--- src/rtl/done_tracker_if.sv ---
// Signal bundle between the datapath done sources / control FSM and done_tracker.
// With DONE_TRK_MASK_EN defined the bundle also carries the per-channel ch_mask.
interface done_tracker_if #(
   parameter int N_CH  = 4,
   parameter int CNT_W = 6,
   parameter int TMO_W = 16
);
   logic             arm;
   logic [N_CH-1:0]  done_in;
   logic [N_CH-1:0]  clear_in;
   logic             clear_all;
   logic [TMO_W-1:0] timeout_val;
`ifdef DONE_TRK_MASK_EN
   logic [N_CH-1:0]  ch_mask;
`endif
   logic [N_CH-1:0]  sticky;
   logic             all_done;
   logic             any_done;
   logic             busy;
   logic [CNT_W-1:0] done_cnt;
   logic             timeout_err;

   modport master (
`ifdef DONE_TRK_MASK_EN
      output ch_mask,
`endif
      output arm, done_in, clear_in, clear_all, timeout_val,
      input  sticky, all_done, any_done, busy, done_cnt, timeout_err
   );

   modport slave (
`ifdef DONE_TRK_MASK_EN
      input  ch_mask,
`endif
      input  arm, done_in, clear_in, clear_all, timeout_val,
      output sticky, all_done, any_done, busy, done_cnt, timeout_err
   );
endinterface

--- src/rtl/done_tracker.sv ---
// Multi-channel sticky done tracker: done_in -> sticky/all_done one edge later, all outputs registered; no backpressure.
// Optional DONE_TRK_MASK_EN adds a ch_mask sampled at arm; masked channels count as done but never set or count.
module done_tracker #(
   parameter int N_CH  = 4,
   parameter int CNT_W = 6,
   parameter int TMO_W = 16
) (
   input  logic          clk,
   input  logic          rst_n,
   done_tracker_if.slave bus
);

   typedef enum logic [1:0] {
      S_IDLE     = 2'd0,
      S_WAIT     = 2'd1,
      S_COMPLETE = 2'd2
   } state_t;

   state_t           state_q, state_d;
   logic [N_CH-1:0]  sticky_q, sticky_d;
   logic             all_done_q, all_done_d;
   logic             any_done_q, any_done_d;
   logic             busy_q, busy_d;
   logic             err_q, err_d;
   logic [CNT_W-1:0] cnt_q, cnt_d;
   logic [TMO_W-1:0] timer_q, timer_d;
   logic [N_CH-1:0]  trk_mask;

`ifdef DONE_TRK_MASK_EN
   logic [N_CH-1:0]  mask_q, mask_d;
   assign trk_mask = mask_q;
`else
   assign trk_mask = '0;
`endif

   // Clear beats done on the same channel; masked channels never set.
   logic [N_CH-1:0]  sticky_wait;
   logic [N_CH-1:0]  new_ev;
   logic             complete_wait;
   logic             tmo_hit;
   logic [5:0]       pop;
   logic [CNT_W+5:0] cnt_sum;
   logic [CNT_W-1:0] cnt_sat;

   assign sticky_wait   = (sticky_q & ~bus.clear_in) | (bus.done_in & ~bus.clear_in & ~trk_mask);
   assign new_ev        = bus.done_in & ~sticky_q & ~bus.clear_in & ~trk_mask;
   assign complete_wait = &(sticky_wait | trk_mask);
   assign tmo_hit       = (bus.timeout_val != '0) && (timer_q == (bus.timeout_val - TMO_W'(1)));

   always_comb begin
      pop = '0;
      for (int i = 0; i < N_CH; i++) begin
         pop = pop + {5'd0, new_ev[i]};
      end
   end

   assign cnt_sum = {6'd0, cnt_q} + {{CNT_W{1'b0}}, pop};
   assign cnt_sat = (cnt_sum > {6'd0, {CNT_W{1'b1}}}) ? {CNT_W{1'b1}} : cnt_sum[CNT_W-1:0];

   always_comb begin
      state_d  = state_q;
      sticky_d = sticky_q;
      cnt_d    = cnt_q;
      timer_d  = timer_q;
      err_d    = err_q;
`ifdef DONE_TRK_MASK_EN
      mask_d   = mask_q;
`endif
      if (bus.arm) begin
         state_d  = S_WAIT;
         sticky_d = '0;
         cnt_d    = '0;
         timer_d  = '0;
         err_d    = 1'b0;
`ifdef DONE_TRK_MASK_EN
         mask_d   = bus.ch_mask;
         if (&bus.ch_mask) begin
            state_d = S_COMPLETE;
         end
`endif
      end else begin
         case (state_q)
            S_WAIT: begin
               sticky_d = sticky_wait;
               cnt_d    = cnt_sat;
               timer_d  = timer_q + TMO_W'(1);
               // Completion on the timeout edge wins; flags are kept after a timeout for debug.
               if (complete_wait) begin
                  state_d = S_COMPLETE;
               end else if (tmo_hit) begin
                  err_d   = 1'b1;
                  state_d = S_IDLE;
               end
            end
            S_COMPLETE: begin
               if (bus.clear_all) begin
                  sticky_d = '0;
                  state_d  = S_IDLE;
               end else if (|bus.clear_in) begin
                  sticky_d = sticky_q & ~bus.clear_in;
                  timer_d  = '0;
                  state_d  = S_WAIT;
               end
            end
            S_IDLE: ;
            default: state_d = S_IDLE;
         endcase
      end
      all_done_d = (state_d == S_COMPLETE);
      any_done_d = |sticky_d;
      busy_d     = (state_d == S_WAIT);
   end

   always_ff @(posedge clk or negedge rst_n) begin
      if (!rst_n) begin
         state_q    <= S_IDLE;
         sticky_q   <= '0;
         all_done_q <= 1'b0;
         any_done_q <= 1'b0;
         busy_q     <= 1'b0;
         err_q      <= 1'b0;
         cnt_q      <= '0;
         timer_q    <= '0;
      end else begin
         state_q    <= state_d;
         sticky_q   <= sticky_d;
         all_done_q <= all_done_d;
         any_done_q <= any_done_d;
         busy_q     <= busy_d;
         err_q      <= err_d;
         cnt_q      <= cnt_d;
         timer_q    <= timer_d;
      end
   end

`ifdef DONE_TRK_MASK_EN
   always_ff @(posedge clk or negedge rst_n) begin
      if (!rst_n) begin
         mask_q <= '0;
      end else begin
         mask_q <= mask_d;
      end
   end
`endif

   assign bus.sticky      = sticky_q;
   assign bus.all_done    = all_done_q;
   assign bus.any_done    = any_done_q;
   assign bus.busy        = busy_q;
   assign bus.done_cnt    = cnt_q;
   assign bus.timeout_err = err_q;

endmodule

--- src/flat_wrapper.sv ---
// flat-port wrapper written by rule: the top's interface ports become plain ports
module done_tracker_flat 
#(
   parameter int N_CH  = 4,
   parameter int CNT_W = 6,
   parameter int TMO_W = 16
)
  (clk, rst_n, bus_arm, bus_done_in, bus_clear_in, bus_clear_all, bus_timeout_val, bus_sticky, bus_all_done, bus_any_done, bus_busy, bus_done_cnt, bus_timeout_err);
  done_tracker_if #(.N_CH(N_CH), .CNT_W(CNT_W), .TMO_W(TMO_W)) bus_i ();
  input  logic clk;
  input  logic rst_n;
  input wire logic [$bits(bus_i.arm)-1:0] bus_arm;
  input wire logic [$bits(bus_i.done_in)-1:0] bus_done_in;
  input wire logic [$bits(bus_i.clear_in)-1:0] bus_clear_in;
  input wire logic [$bits(bus_i.clear_all)-1:0] bus_clear_all;
  input wire logic [$bits(bus_i.timeout_val)-1:0] bus_timeout_val;
  output wire logic [$bits(bus_i.sticky)-1:0] bus_sticky;
  output wire logic [$bits(bus_i.all_done)-1:0] bus_all_done;
  output wire logic [$bits(bus_i.any_done)-1:0] bus_any_done;
  output wire logic [$bits(bus_i.busy)-1:0] bus_busy;
  output wire logic [$bits(bus_i.done_cnt)-1:0] bus_done_cnt;
  output wire logic [$bits(bus_i.timeout_err)-1:0] bus_timeout_err;
  assign bus_i.arm = bus_arm;
  assign bus_i.done_in = bus_done_in;
  assign bus_i.clear_in = bus_clear_in;
  assign bus_i.clear_all = bus_clear_all;
  assign bus_i.timeout_val = bus_timeout_val;
  assign bus_sticky = bus_i.sticky;
  assign bus_all_done = bus_i.all_done;
  assign bus_any_done = bus_i.any_done;
  assign bus_busy = bus_i.busy;
  assign bus_done_cnt = bus_i.done_cnt;
  assign bus_timeout_err = bus_i.timeout_err;
  done_tracker #(.N_CH(N_CH), .CNT_W(CNT_W), .TMO_W(TMO_W)) u_core (.clk(clk), .rst_n(rst_n), .bus(bus_i));
endmodule
--- config.mk ---
export PLATFORM = sky130hd
export DESIGN_NAME = done_tracker_flat
export DESIGN_NICKNAME = d
export VERILOG_FILES = /design/src/rtl/done_tracker_if.sv /design/src/rtl/done_tracker.sv /design/src/flat_wrapper.sv
export SDC_FILE = /design/constraint.sdc
export NUM_CORES = 1
export LEC_CHECK = 0
export CORE_ASPECT_RATIO = 2
export CORE_MARGIN = 1
export CORE_UTILIZATION = 58
export CTS_BUF_LIST = sky130_fd_sc_hd__clkbuf_8 sky130_fd_sc_hd__clkbuf_16
export CTS_CLUSTER_DIAMETER = 60
export DETAILED_ROUTE_END_ITERATION = 10
export DONT_BUFFER_PORTS = 1
export GPL_TIMING_DRIVEN = 0
export PLACE_DENSITY = 0.76
export SKIP_LAST_GASP = 1
export SYNTH_ARGS = -nofsm -noshare
export SYNTH_HDL_FRONTEND = slang
export SYNTH_SLANG_ARGS = --single-unit
export TNS_END_PERCENT = 30
--- constraint.sdc ---
create_clock -name clk -period 2.9 [get_ports clk]
set_input_delay 0.58 -clock clk [delete_from_list [all_inputs] [get_ports clk]]
set_output_delay 0.58 -clock clk [all_outputs]
set_load 0.01 [all_outputs]
Word-level counts from Yosys, hierarchy flattened --
Cells that the tools add are included.
Storage, ports and cells: register bits 32, bits of input ports 28, output and inout bits 14, logic and storage cells 62
Cells by class: eq/ne operators 8, add/subtract/negate cells 6, bitwise gates (word level) 7, multiplexer cells 21, reduce and logical (&&, ||, !) cells 11, $lt $le $gt $ge 1
Operators by type and width (number):
- 2-to-1 mux 16 bit | 3
- case mux 16 bit (2 select lines) | 1
- 2-to-1 mux 6 bit | 3
- adder 16 x 1 -> 16 bit, second input constant | 1
- bitwise AND 4 bit | 4
- equality test 16 bit | 1
- nonzero test 16 bit | 1
- subtractor 16 x 1 -> 16 bit, second input constant | 1
- adder 6 x 1 -> 6 bit | 2
- greater-than comparator 12 x 6 -> 1 bit, second input constant | 1
- 2-to-1 mux 4 bit | 3
- 2-to-1 mux 2 bit | 5
- NOT 4 bit | 2
- case mux 4 bit (2 select lines) | 1
- OR reduction 4 bit | 2
- adder 6 x 6 -> 7 bit | 1
- case mux 2 bit (3 select lines) | 1
- AND reduction 3 bit | 2
- equality test 2 x 1 -> 1 bit, second input constant | 2
- equality test 2 bit, second input constant | 2
- 2-to-1 mux 1 bit | 4
- bitwise OR 4 bit | 1
- AND reduction 4 bit | 1
- nonzero test 2 bit | 2
- other kinds (7) | 7

Logic depth before layout (Yosys ltp) --
word-level depth 11, depth in mapped cells 13, mapped depth without buffers 13

Worst setup path before layout --
Ideal clock, no wire load.
path type input port to flip-flop, from input port bus_timeout_val[0], to register u_core.all_done_q, in the netlist u_core.bus.all_done, path buffers 0, data arrival time 2.890 ns, stages on the path 10, path slack -0.117 ns, setup time 0.127 ns, required time 2.773 ns, path through inv_1 ha_1 or4b_1 nor4_2 mux2_1 mux2i_1 nand3_1 nor4_4 o41ai_4 nor3b_2
Between the ends: longest elaborated chain between the ends 8
RTL lines:
- start, declared | line flat_wrapper.sv:16 | input wire logic [$bits(bus_i.timeout_val)-1:0] bus_timeout_val;
- subtractor 16 x 1 -> 16 bit | line done_tracker.sv:48 | assign tmo_hit = (bus.timeout_val != '0) && (timer_q == (bus.timeout_val - TMO_W'(1)));
- equality test 16 bit | line done_tracker.sv:48
- logical AND 1 bit (*) | line done_tracker.sv:48
- 2-to-1 mux 2 bit (*) | line done_tracker.sv:90 | end else if (tmo_hit) begin
- 2-to-1 mux 2 bit (*) | line done_tracker.sv:88 | if (complete_wait) begin
- case mux 2 bit (3 select lines) (*) | line done_tracker.sv:82 | case (state_q)
- 2-to-1 mux 2 bit (*) | line done_tracker.sv:69 | if (bus.arm) begin
- named net u_core.state_d[1] | line done_tracker.sv:19 | state_t state_q, state_d;
- equality test 2 bit (*) | line done_tracker.sv:109 | all_done_d = (state_d == S_COMPLETE);
- named net u_core.all_done_d | line done_tracker.sv:21 | logic all_done_q, all_done_d;
- end signal, assigned | line done_tracker.sv:127 | all_done_q <= all_done_d;
- end, declared | line done_tracker.sv:21
Mark *: on every way through the listed nets, which the timed path passes. The rest lies on a longest branch. A chain may end at the register's enable or synchronous reset.

Worst setup path after layout --
Ends and elaborated chain as after synthesis.

==> results.sh <==
export IMPL_dr_pass1_iters=4
export IMPL_die_area_um2=4370
export IMPL_setup_viol=0
export IMPL_io_buffers=0
export IMPL_insertion_delay_ps=280
export IMPL_area_growth_pct=11.6
export IMPL_p_leak_nw=1.18
export IMPL_ys_ff_latch=32
export IMPL_yosysWarnings=0
export IMPL_clock_skew_ps=3.44
export IMPL_drc=0
export IMPL_multi_input_area_um2=1540
export IMPL_vias=2094
export IMPL_synth_largest_type_area_fraction_pct=33.7
export IMPL_muxShareOfSynthArea_pct=2.58
export IMPL_start_kind="input port"
export IMPL_hp_class="in2async"
export IMPL_via_per_inst=6.09
export IMPL_grt_first_pass_wirelength_mm=8.85
export IMPL_grt_pass1_vias=2140
export IMPL_synth_top_family_by_area="simple AND/OR/NAND/NOR gates"
export IMPL_drive_gt1_share_pct=12.6
export IMPL_power_density_nw_per_um2=471
export IMPL_crit_path_max_fanout=5
export IMPL_core_area_um2=3880
export IMPL_slew_viol_final=0
export IMPL_post_route_period_util_pct=99.5
export IMPL_syn_area_um2=2380
export IMPL_routedWlPerCell_um=16.2
export IMPL_switching_share_pct=33.9
export IMPL_placementRows=32
export IMPL_ys_seq_area_share_pct=33.7
export IMPL_clkPwrFrac_pct=27.8
export IMPL_synth_xor_area_share_pct=10.3
export IMPL_maxCapViolations=0
export IMPL_synth_edff_count=0
export IMPL_hpwl_mm=4.24
export IMPL_nNetsFinal=333
export IMPL_synth_cells=277
export IMPL_endpoint_kind="flop"
export IMPL_worstSetupPathType="in2reg"
export IMPL_regArea_um2=803
export IMPL_die_w_um=47.3
export IMPL_post_route_cell_area_um2=2650
export IMPL_synth_area_top_cells="dfrtp_1 34%, nor2_1 7.1%, xor2_1 5.9%"
export IMPL_synth_area_per_cell_um2=8.58
export IMPL_placed_area_um2=2440
export IMPL_seqPwrFrac_pct=44.8
export IMPL_switching_power_mw=0.423
export IMPL_antenna_found_initial=0
export IMPL_die_h_um=92.5
export IMPL_yosysUniqueCellTypes=51
export IMPL_yosys_area_top_type="dfrtp_1"
export IMPL_critPathRequiredTime_ps=3060
export IMPL_postRouteAntennaNets=0
export IMPL_grt_remaining_overflow=0
export IMPL_synthSimpleGateAreaFrac_pct=27.5
export IMPL_setup_tns_ps=0
export IMPL_worstPathArrival_ps=3050
export IMPL_nFillCells=337
export IMPL_cts_made_buffers=5
export IMPL_clk_path_buf_depth=2
export IMPL_cts_tree="built"
export IMPL_routed_wl_mm=5.56
export IMPL_synth_fa_ha_area_share_pct=7.48
export IMPL_syn_nets=318
export IMPL_internal_power_mw=0.825
export IMPL_hold_viol=0
export IMPL_antennaDiodeCount=0
export IMPL_cts_htree_levels=2
export IMPL_slew_limit_headroom_pct=47.6
export IMPL_status="complete, no violations"
export IMPL_grt_usage_pct=27.6
export IMPL_synth_compound_area_share_pct=14.8
export IMPL_fmax_ghz=0.346
export IMPL_drt_first_iter_violations=33
export IMPL_cts_sinks=32
export IMPL_synthArstFlopShare_pct=100
export IMPL_power_frac_comb_pct=27.3
export IMPL_worst_slew_pin_slew_ps=782
export IMPL_grt_max_degree=33
export IMPL_io_pins=42
export IMPL_start_util_pct=61.2
export IMPL_clk_pin_slew_worst_paths_ps=70
export IMPL_peakVddDrop_uv=452
export IMPL_synthFlopType="dfrtp_1"
export IMPL_ctsRootBufferMaster="clkbuf_8"
export IMPL_fin_crit_ps=2890
export IMPL_rsz0062_at_grt="yes"
export IMPL_place_congestion=0.859
## Yosys cell counts (2+ instances only)
cell type and instances:
a31oi_1 3, a211oi_1 3, mux2i_1 5, o31ai_1 4, ha_1 11, fa_1 2, nand2_1 21, nor3b_1 3
nor4_1 4, nand3_1 12, xor2_1 16, clkbuf_1 8, o21ai_1 7, o22ai_1 2, a21oi_1 12, o21ai_0 5
dfrtp_1 32, xnor2_1 12, a311oi_1 3, nand4_1 3, nor2_1 45, inv_1 14, or4_1 2, or4b_1 2
and3_1 9, nor3_1 7, a32oi_1 4, nand2b_1 3
## cell usage in the layout (no fill, tap or decap), types with 2 or more instances in the layout
cell type,netlist,layout
nor2_1,45,45
dfrtp_1,32,30
nand2_1,21,21
xor2_1,16,16
inv_1,14,13
xnor2_1,12,12
nand3_1,12,12
a21oi_1,12,11
and3_1,9,9
ha_1,11,9
clkbuf_1,8,8
nor3_1,7,7
o21ai_1,7,7
buf_4,0,7
clkbuf_8,0,6
mux2i_1,5,5
o21ai_0,5,5
inv_2,1,4
nor4_1,4,4
o31ai_1,4,4
a32oi_1,4,4
nand2b_1,3,3
a31oi_1,3,3
nand4_1,3,3
a211oi_1,3,3
nor3b_2,1,3
o22ai_1,2,2
nor4_4,1,2
or4_1,2,2
a311oi_1,3,2
ha_2,0,2
dfrtp_2,0,2
## layer usage
metal / GRT usage [%] / wire (um) / part of all wire [%]
met1: 24.9 / 2020 / 36
met2: 53.5 / 3230 / 58
met3: 3.70 / 184 / 3.3
met4: 11.7 / 122 / 2.2
met5: 0 / 0 / 0
## through the flow
step                      hold slack (ps)  power, mW  setup WS [ps]  util (%)  std cells
after floorplan                       284      0.786           10.3         -        277
after CTS                             126       1.23          -12.1      67.4        341
final                                 119       1.25           13.8      68.3        344
after global placement                285      0.838           -287      62.9        328
after detailed placement              285      0.852           -373      62.9        328
after global routing                  127       1.32           -153      68.3        344
## cells by family (layout without fill, tap and decap cells)
family,Yosys count,count (layout)
buffers and inverters,23,39
multiplexers,6,6
flip-flops,32,32
adder cells (fa/ha/maj),13,13
AND/OR/NAND/NOR,124,124
AO/OA/AOI/OAI,51,51
XOR/XNOR,28,28
## final timing paths
path | slack [ps] | cells after the start | to | from
worst max-delay path | 10 | 11 | u_core.bus.all_done | bus_timeout_val[0]
max in group asynchronous | 2600 | 1 | u_core.timer_q[0] | rst_n
worst min-delay path | 120 | 1 | u_core.timer_q[15] | rst_n
worst max register to register | 30 | 12 | u_core.bus.done_cnt[1] | u_core.bus.sticky[1]
min in group clk | 530 | 3 | u_core.bus.sticky[1] | bus_clear_in[1]
worst min register to register | 550 | 2 | u_core.timer_q[1] | u_core.timer_q[1]
## layout make-up
cell class | instances | share of cell area (%)
multi-input combinational | 222 | 57.9
sequential | 32 | 30.3
clock buffer | 6 | 3.11
timing repair buffer | 8 | 2.74
tap | 51 | 2.41
inverter | 15 | 2.12
buffer | 8 | 1.13
clock inverter | 2 | 0.283
## flip-flops by register name, summed over array words and instances, names as in the netlist
register,flops
u_core.bus.busy,1
u_core.bus.sticky,4
u_core.bus.timeout_err,1
u_core.bus.done_cnt,6
u_core.bus.any_done,1
u_core.timer_q,16
u_core.bus.all_done,1
u_core.state_q,2
## worst max-delay path, cell delays in order
cell     delay, ps
inv_1           50
ha_2           210
or4b_4         520
nor4_4         310
mux2_1         360
mux2i_1        170
nand3_1        140
nor4_4         260
buf_4          180
o41ai_4         90
nor3b_2        170
## power groups by stage
stage               registers, mW  logic [mW]  clock network (mW)
floorplan                   0.550       0.236                   0
global placement            0.562       0.276                   0
detailed placement          0.565       0.287                   0
CTS                         0.558       0.317               0.353
global route                0.565       0.388               0.370
finish                      0.560       0.341               0.347
## repair_timing
action | in CTS | in global routing
gates resized for setup | 10 | 4
pin swaps | 7 | 6
setup endpoints to repair | 7 | 9
setup buffers | 4 | 3
endpoints found under the hold margin | 32 | 0
hold buffers | 1 | 0
No activity file was read; power rests on OpenSTA's default activity.
